`src/rtl/jk_mod_counter_pkg.sv`:
```
// -----------------------------------------------------------------------------
// jk_mod_counter_pkg
// Shared definitions for the JK-based modulo-N counter:
//   CNT_UP / CNT_DN : values of the direction input
//   next_count()    : next count value for a given current count, direction,
//                     modulus and saturation flag. Operands are carried in
//                     32 bits; callers truncate the result to their width.
// -----------------------------------------------------------------------------
package jk_mod_counter_pkg;

  localparam logic CNT_UP = 1'b1;
  localparam logic CNT_DN = 1'b0;

  // Next count value. Any value above modulus-1 is an illegal state and
  // recovers to zero regardless of direction or saturation.
  function automatic logic [31:0] next_count(
    input logic [31:0] cur,
    input logic        dir,
    input logic [31:0] modulus,
    input logic        sat
  );
    logic [31:0] top_v;
    logic [31:0] nxt;
    top_v = modulus - 32'd1;
    if (cur > top_v) begin
      nxt = 32'd0;
    end else if (dir == CNT_UP) begin
      if (cur == top_v) begin
        nxt = sat ? cur : 32'd0;
      end else begin
        nxt = cur + 32'd1;
      end
    end else begin
      if (cur == 32'd0) begin
        nxt = sat ? cur : top_v;
      end else begin
        nxt = cur - 32'd1;
      end
    end
    return nxt;
  endfunction

endpackage

```
`src/rtl/jk_mod_counter_jk_ff_cell.sv`:
```
// -----------------------------------------------------------------------------
// jk_ff_cell
// Single JK flip-flop built from a D register with D = J&~Q | ~K&Q.
//   clk   : rising-edge clock
//   rst_n : asynchronous active-low clear (Q -> 0)
//   j, k  : excitation inputs (00 hold, 10 set, 01 reset, 11 toggle)
//   q     : stored bit
// -----------------------------------------------------------------------------
module jk_ff_cell (
  input  logic clk,
  input  logic rst_n,
  input  logic j,
  input  logic k,
  output logic q
);

  // JK storage bit with asynchronous clear
  always_ff @(posedge clk or negedge rst_n) begin
    if (!rst_n) begin
      q <= 1'b0;
    end else begin
      q <= (j & ~q) | (~k & q);
    end
  end

endmodule

```
`src/rtl/jk_mod_counter.sv`:
```
// -----------------------------------------------------------------------------
// jk_mod_counter
// Synchronous modulo-MODULUS up/down counter. All state is held in WIDTH
// jk_ff_cell instances; this level only produces their J/K excitation, the
// load clamp and the terminal-count flag.
//
// Parameters:
//   WIDTH   : counter width in bits (>= 2)
//   MODULUS : count range 0..MODULUS-1 (2 <= MODULUS <= 2**WIDTH)
// Ports:
//   clk   : rising-edge clock
//   rst_n : asynchronous active-low reset, clears the count
//   en    : count enable
//   up    : direction, 1 = increment, 0 = decrement
//   load  : synchronous parallel load, has priority over en
//   din   : load value, clamped to MODULUS-1
//   q     : current count (direct JK cell outputs)
//   tc    : terminal count, combinational: en & (up ? q==MODULUS-1 : q==0)
// Configuration:
//   JK_CNT_SAT_EN : when defined the counter saturates at the limits instead
//                   of wrapping.
// -----------------------------------------------------------------------------
module jk_mod_counter
  import jk_mod_counter_pkg::*;
#(
  parameter int unsigned WIDTH   = 4,
  parameter int unsigned MODULUS = 10
) (
  input  logic             clk,
  input  logic             rst_n,
  input  logic             en,
  input  logic             up,
  input  logic             load,
  input  logic [WIDTH-1:0] din,
  output logic [WIDTH-1:0] q,
  output logic             tc
);

`ifdef JK_CNT_SAT_EN
  localparam logic SAT_EN = 1'b1;
`else
  localparam logic SAT_EN = 1'b0;
`endif

  localparam logic [WIDTH-1:0] MAX_VAL  = WIDTH'(MODULUS - 32'd1);
  localparam logic [WIDTH-1:0] ZERO_VAL = {WIDTH{1'b0}};

  logic [WIDTH-1:0] d_eff_s;
  logic [WIDTH-1:0] cnt_next_s;
  logic [WIDTH-1:0] toggle_s;
  logic [WIDTH-1:0] j_s;
  logic [WIDTH-1:0] k_s;

  // Load clamp, next count and per-bit J/K excitation.
  // Load drives set/reset (J = ~K) so no toggle is ever applied while loading;
  // counting toggles exactly the bits that differ from the target value.
  always_comb begin
    d_eff_s    = (din > MAX_VAL) ? MAX_VAL : din;
    cnt_next_s = WIDTH'(next_count(32'(q), up, 32'(MODULUS), SAT_EN));
    toggle_s   = cnt_next_s ^ q;
    j_s        = {WIDTH{1'b0}};
    k_s        = {WIDTH{1'b0}};
    if (load) begin
      j_s = d_eff_s;
      k_s = ~d_eff_s;
    end else if (en) begin
      j_s = toggle_s;
      k_s = toggle_s;
    end else begin
      j_s = {WIDTH{1'b0}};
      k_s = {WIDTH{1'b0}};
    end
  end

  // Terminal count: flags the state just before a wrap (or the limit when
  // saturating) in the currently selected direction.
  assign tc = en & ((up == CNT_UP) ? (q == MAX_VAL) : (q == ZERO_VAL));

  genvar gi;
  generate
    for (gi = 0; gi < WIDTH; gi = gi + 1) begin : g_cell
      jk_ff_cell u_cell (
        .clk   (clk),
        .rst_n (rst_n),
        .j     (j_s[gi]),
        .k     (k_s[gi]),
        .q     (q[gi])
      );
    end
  endgenerate

endmodule

```
`config.mk`:
```
export PLATFORM = sky130hd
export DESIGN_NAME = jk_mod_counter
export DESIGN_NICKNAME = d
export VERILOG_FILES = /design/src/rtl/jk_mod_counter_pkg.sv /design/src/rtl/jk_mod_counter_jk_ff_cell.sv /design/src/rtl/jk_mod_counter.sv
export SDC_FILE = /design/constraint.sdc
export NUM_CORES = 1
export LEC_CHECK = 0
export ABC_AREA = 1
export CAP_MARGIN = 20
export CORE_AREA = 2 2 39 41
export DETAILED_ROUTE_END_ITERATION = 8
export DIE_AREA = 0 0 41 43
export PLACE_DENSITY_LB_ADDON = 0.15
export RECOVER_POWER = 25
export SLEW_MARGIN = 20
export SYNTH_ARGS = -nofsm -noshare
export SYNTH_HDL_FRONTEND = slang
export SYNTH_SLANG_ARGS = --single-unit
```
`constraint.sdc`:
```
create_clock -name clk -period 1.3 [get_ports clk]
set_clock_uncertainty 0.15 [all_clocks]
set_input_delay 0.39 -clock clk [delete_from_list [all_inputs] [get_ports clk]]
set_output_delay 0.39 -clock clk [all_outputs]
set_load 0.05 [all_outputs]
```
==> metrics.cfg, run 1 <==
[status]
status=finished, violations left
violations=negative setup slack

[route]
vias=528
wire_per_inst_um=11.12
final_antenna_net_count=0
drt_iter0_markers=3
avgViaCountPerCell=4.800
wirelength_um=1223
drc_errors=0
drt_pre_antenna_iters=3

[worst_setup_path]
required_ns=0.76
cp-end-kind=output pin
crit_type=reg -> out
crit_path_max_fanout=3
critical_path.startpoint_type=flip-flop
crit_arrival_ns=1.24

[die]
fp.dieH_um=43
dieArea_um2=1763
pin_count=14
fp.dieW_um=41
core.rowCount=14
core_um2=1384
start_util=0.2948

[timing]
finalCriticalPeriod_ns=1.784
post-route-period-util=1.372
max_slew.worst_pin.slew_ns=0.2105
fmaxAchievable_mhz=560.6
tns_ns=-1.921
hold_violations=0
finalWorstSetupSlack_ns=-0.4839
finalSetupViolations=8
slew_violations=0
relSlewSlack=0.8582
rsz0062_at_grt=yes

[yosys]
yosys.cell_types.count=18
synth_seq_area_share=0.2454
synth_top_area_frac=0.2454
avgSynthCellArea_um2=6.180
syn_area_um2=407.9
synth.area.top_cells=dfrtp_1 (25%), nand2_1 (18%), a21oi_1 (7.4%), buf_4 (7.4%), inv_1 (5.5%)
synth_top_cell_by_area=dfrtp_1
syn_nets=75
ys_ff_latch=4
synthCells=66
ys.warnings.count=0

[clock_network]
clock-sinks=4
clock_latency_ns=0.24
cts_buffer_depth=2
cts.hold.buffers_added=0
htreeDepth=1
clk_pin_slew_ns=0.04
cts_made_buffers=3
cts_tree=yes
cts-root-buf=clkbuf_4

[grt]
grt_pass1_vias=494
grt_pass1_wl_um=1814
antenna_found_initial=0
grtUsageTotal=0.1561
grt_max_degree=7
grt_overflow=0

[cells_and_area]
diodes=0
final_cells=110
final_nets=105
reg_top3=g_cell.u_cell.q (4)
area_growth_pct=96.63
regMostFlops=g_cell.u_cell.q
drive_gt1_frac=0.5319
largest_reg_flops=4
nFillCells=141

[job]
max_cap_viol_count=0

[power_and_ir_drop]
p_per_area_nw_per_um2=951.9
peakVddDrop_mv=0.5564
p_leak_nw=0.3826

[placed_design]
dp_cells=104
dpl.hpwl_um=912.6
post-place-ws_ns=-0.6914
gp_routability_congestion=0.7785
portBuffers=13

[min_path]
min_path_type=in -> async

-- final cells by class --
cell class                      instances  area [um^2]  share of cell area
Clock buffer                            3        22.52             0.02808
Inverter                                9        36.28             0.04524
Multi-Input combinational cell         48        292.8              0.3651
Sequential cell                         4        102.6              0.1279
Tap cell                               16        20.02             0.02496
Timing Repair Buffer                   30        327.8              0.4087
-- Yosys cell counts, drive strengths merged --
cell / n
inv: 9
nand2: 21
o21ai: 1
a21oi: 7
xor2: 1
o21bai: 1
nand3: 5
nand4: 3
dfrtp: 4
buf: 5
a22oi: 1
nor2: 8
-- placed cells by master, fill, tap and decap left out, types with 2 or more instances in the layout --
cell | netlist | routed
nand2_1 | 20 | 18
buf_4 | 4 | 12
inv_2 | 3 | 6
clkdlybuf4s50_1 | 0 | 5
buf_12 | 0 | 5
a21oi_1 | 6 | 4
buf_6 | 1 | 4
nor2_4 | 0 | 3
nand4_1 | 3 | 3
nor2_2 | 2 | 3
nand3_2 | 1 | 3
nand2_2 | 1 | 3
clkbuf_4 | 0 | 3
inv_1 | 6 | 2
nor2_1 | 6 | 2
nand3_1 | 4 | 2
a21oi_2 | 1 | 2
dfrtp_1 | 4 | 2
dfrtp_2 | 0 | 2
dlygate4sd2_1 | 0 | 2
-- cells by family (layout without fill, tap and decap cells) --
family / count (synthesis) / after routing / share of synthesized area
xor gates and xnor gates: 1 / 1 / 0.02148
DFF: 4 / 4 / 0.2454
and+or+nand+nor: 37 / 37 / 0.4049
buffers and inverters: 14 / 42 / 0.1840
AOI/OAI and AO/OA: 10 / 10 / 0.1442
-- layer usage --
layer	track usage	vias up	share of wire	wire length, um
met5	0	-	0	0
met4	0.1333	0	0.015	18
met3	0.01571	2	0.022	27
met2	0.2500	11	0.57	697
met1	0.1688	248	0.39	481
li1	-	267	-	-
-- per-stage QoR --
stage / instance area (um^2) / hold WS, ns / utilization / power (W)
5_1_grt: 802.0 / 0.2861 / 0.5796 / 0.0008100
4_1_cts: 749.5 / 0.2039 / 0.5416 / 0.0007316
2_1_floorplan: 424.2 / -0.05559 / - / 0.0003718
3_5_place_dp: 688.2 / 0.4690 / 0.4973 / 0.0005359
6_report: 802.0 / 0.2754 / 0.5796 / 0.0007634
3_3_place_gp: 688.2 / 0.4655 / 0.4973 / 0.0005323
-- power by group --
part / internal (W) / leakage, nW / switching, W
sequential: 0.000141 / 0.0448 / 0.0000180
clock: 0.000104 / 0.0138 / 0.0000562
combinational: 0.000215 / 0.324 / 0.000229
total: 0.000460 / 0.383 / 0.000303
-- final timing paths --
| kind | startpoint | end | slack, ns | depth (start not counted) |
|---|---|---|---|---|
| max in group asynchronous | rst_n | g_cell[2].u_cell.q | 0.52 | 1 |
| min reg2reg | g_cell[0].u_cell.q | g_cell[0].u_cell.q | 0.57 | 4 |
| max | g_cell[2].u_cell.q | tc | -0.48 | 4 |
| min in group clk | en | g_cell[1].u_cell.q | 0.52 | 5 |
| max reg2reg | g_cell[2].u_cell.q | g_cell[3].u_cell.q | -0.25 | 9 |
| min | rst_n | g_cell[3].u_cell.q | 0.28 | 1 |
-- what timing repair did --
item | CTS | global route
buffers inserted | 3 | 2
pin swaps | 7 | 9
setup endpoints to repair | 9 | 9
gates resized for setup | 10 | 19
-- worst max-delay path, stage by stage (launching register included) --
cell     delay (ns)
dfrtp_2        0.43
nor2_4         0.13
nand4_1        0.13
a21oi_4        0.17
buf_12         0.15
Power figures use the tool's default switching activity.
==> run 2: changes to the inputs <==
HOLD_SLACK_MARGIN = 0.03   (was unset)
==> results of run 2 <==
The final DEF is identical to that of run 1; final timing and power are the same.
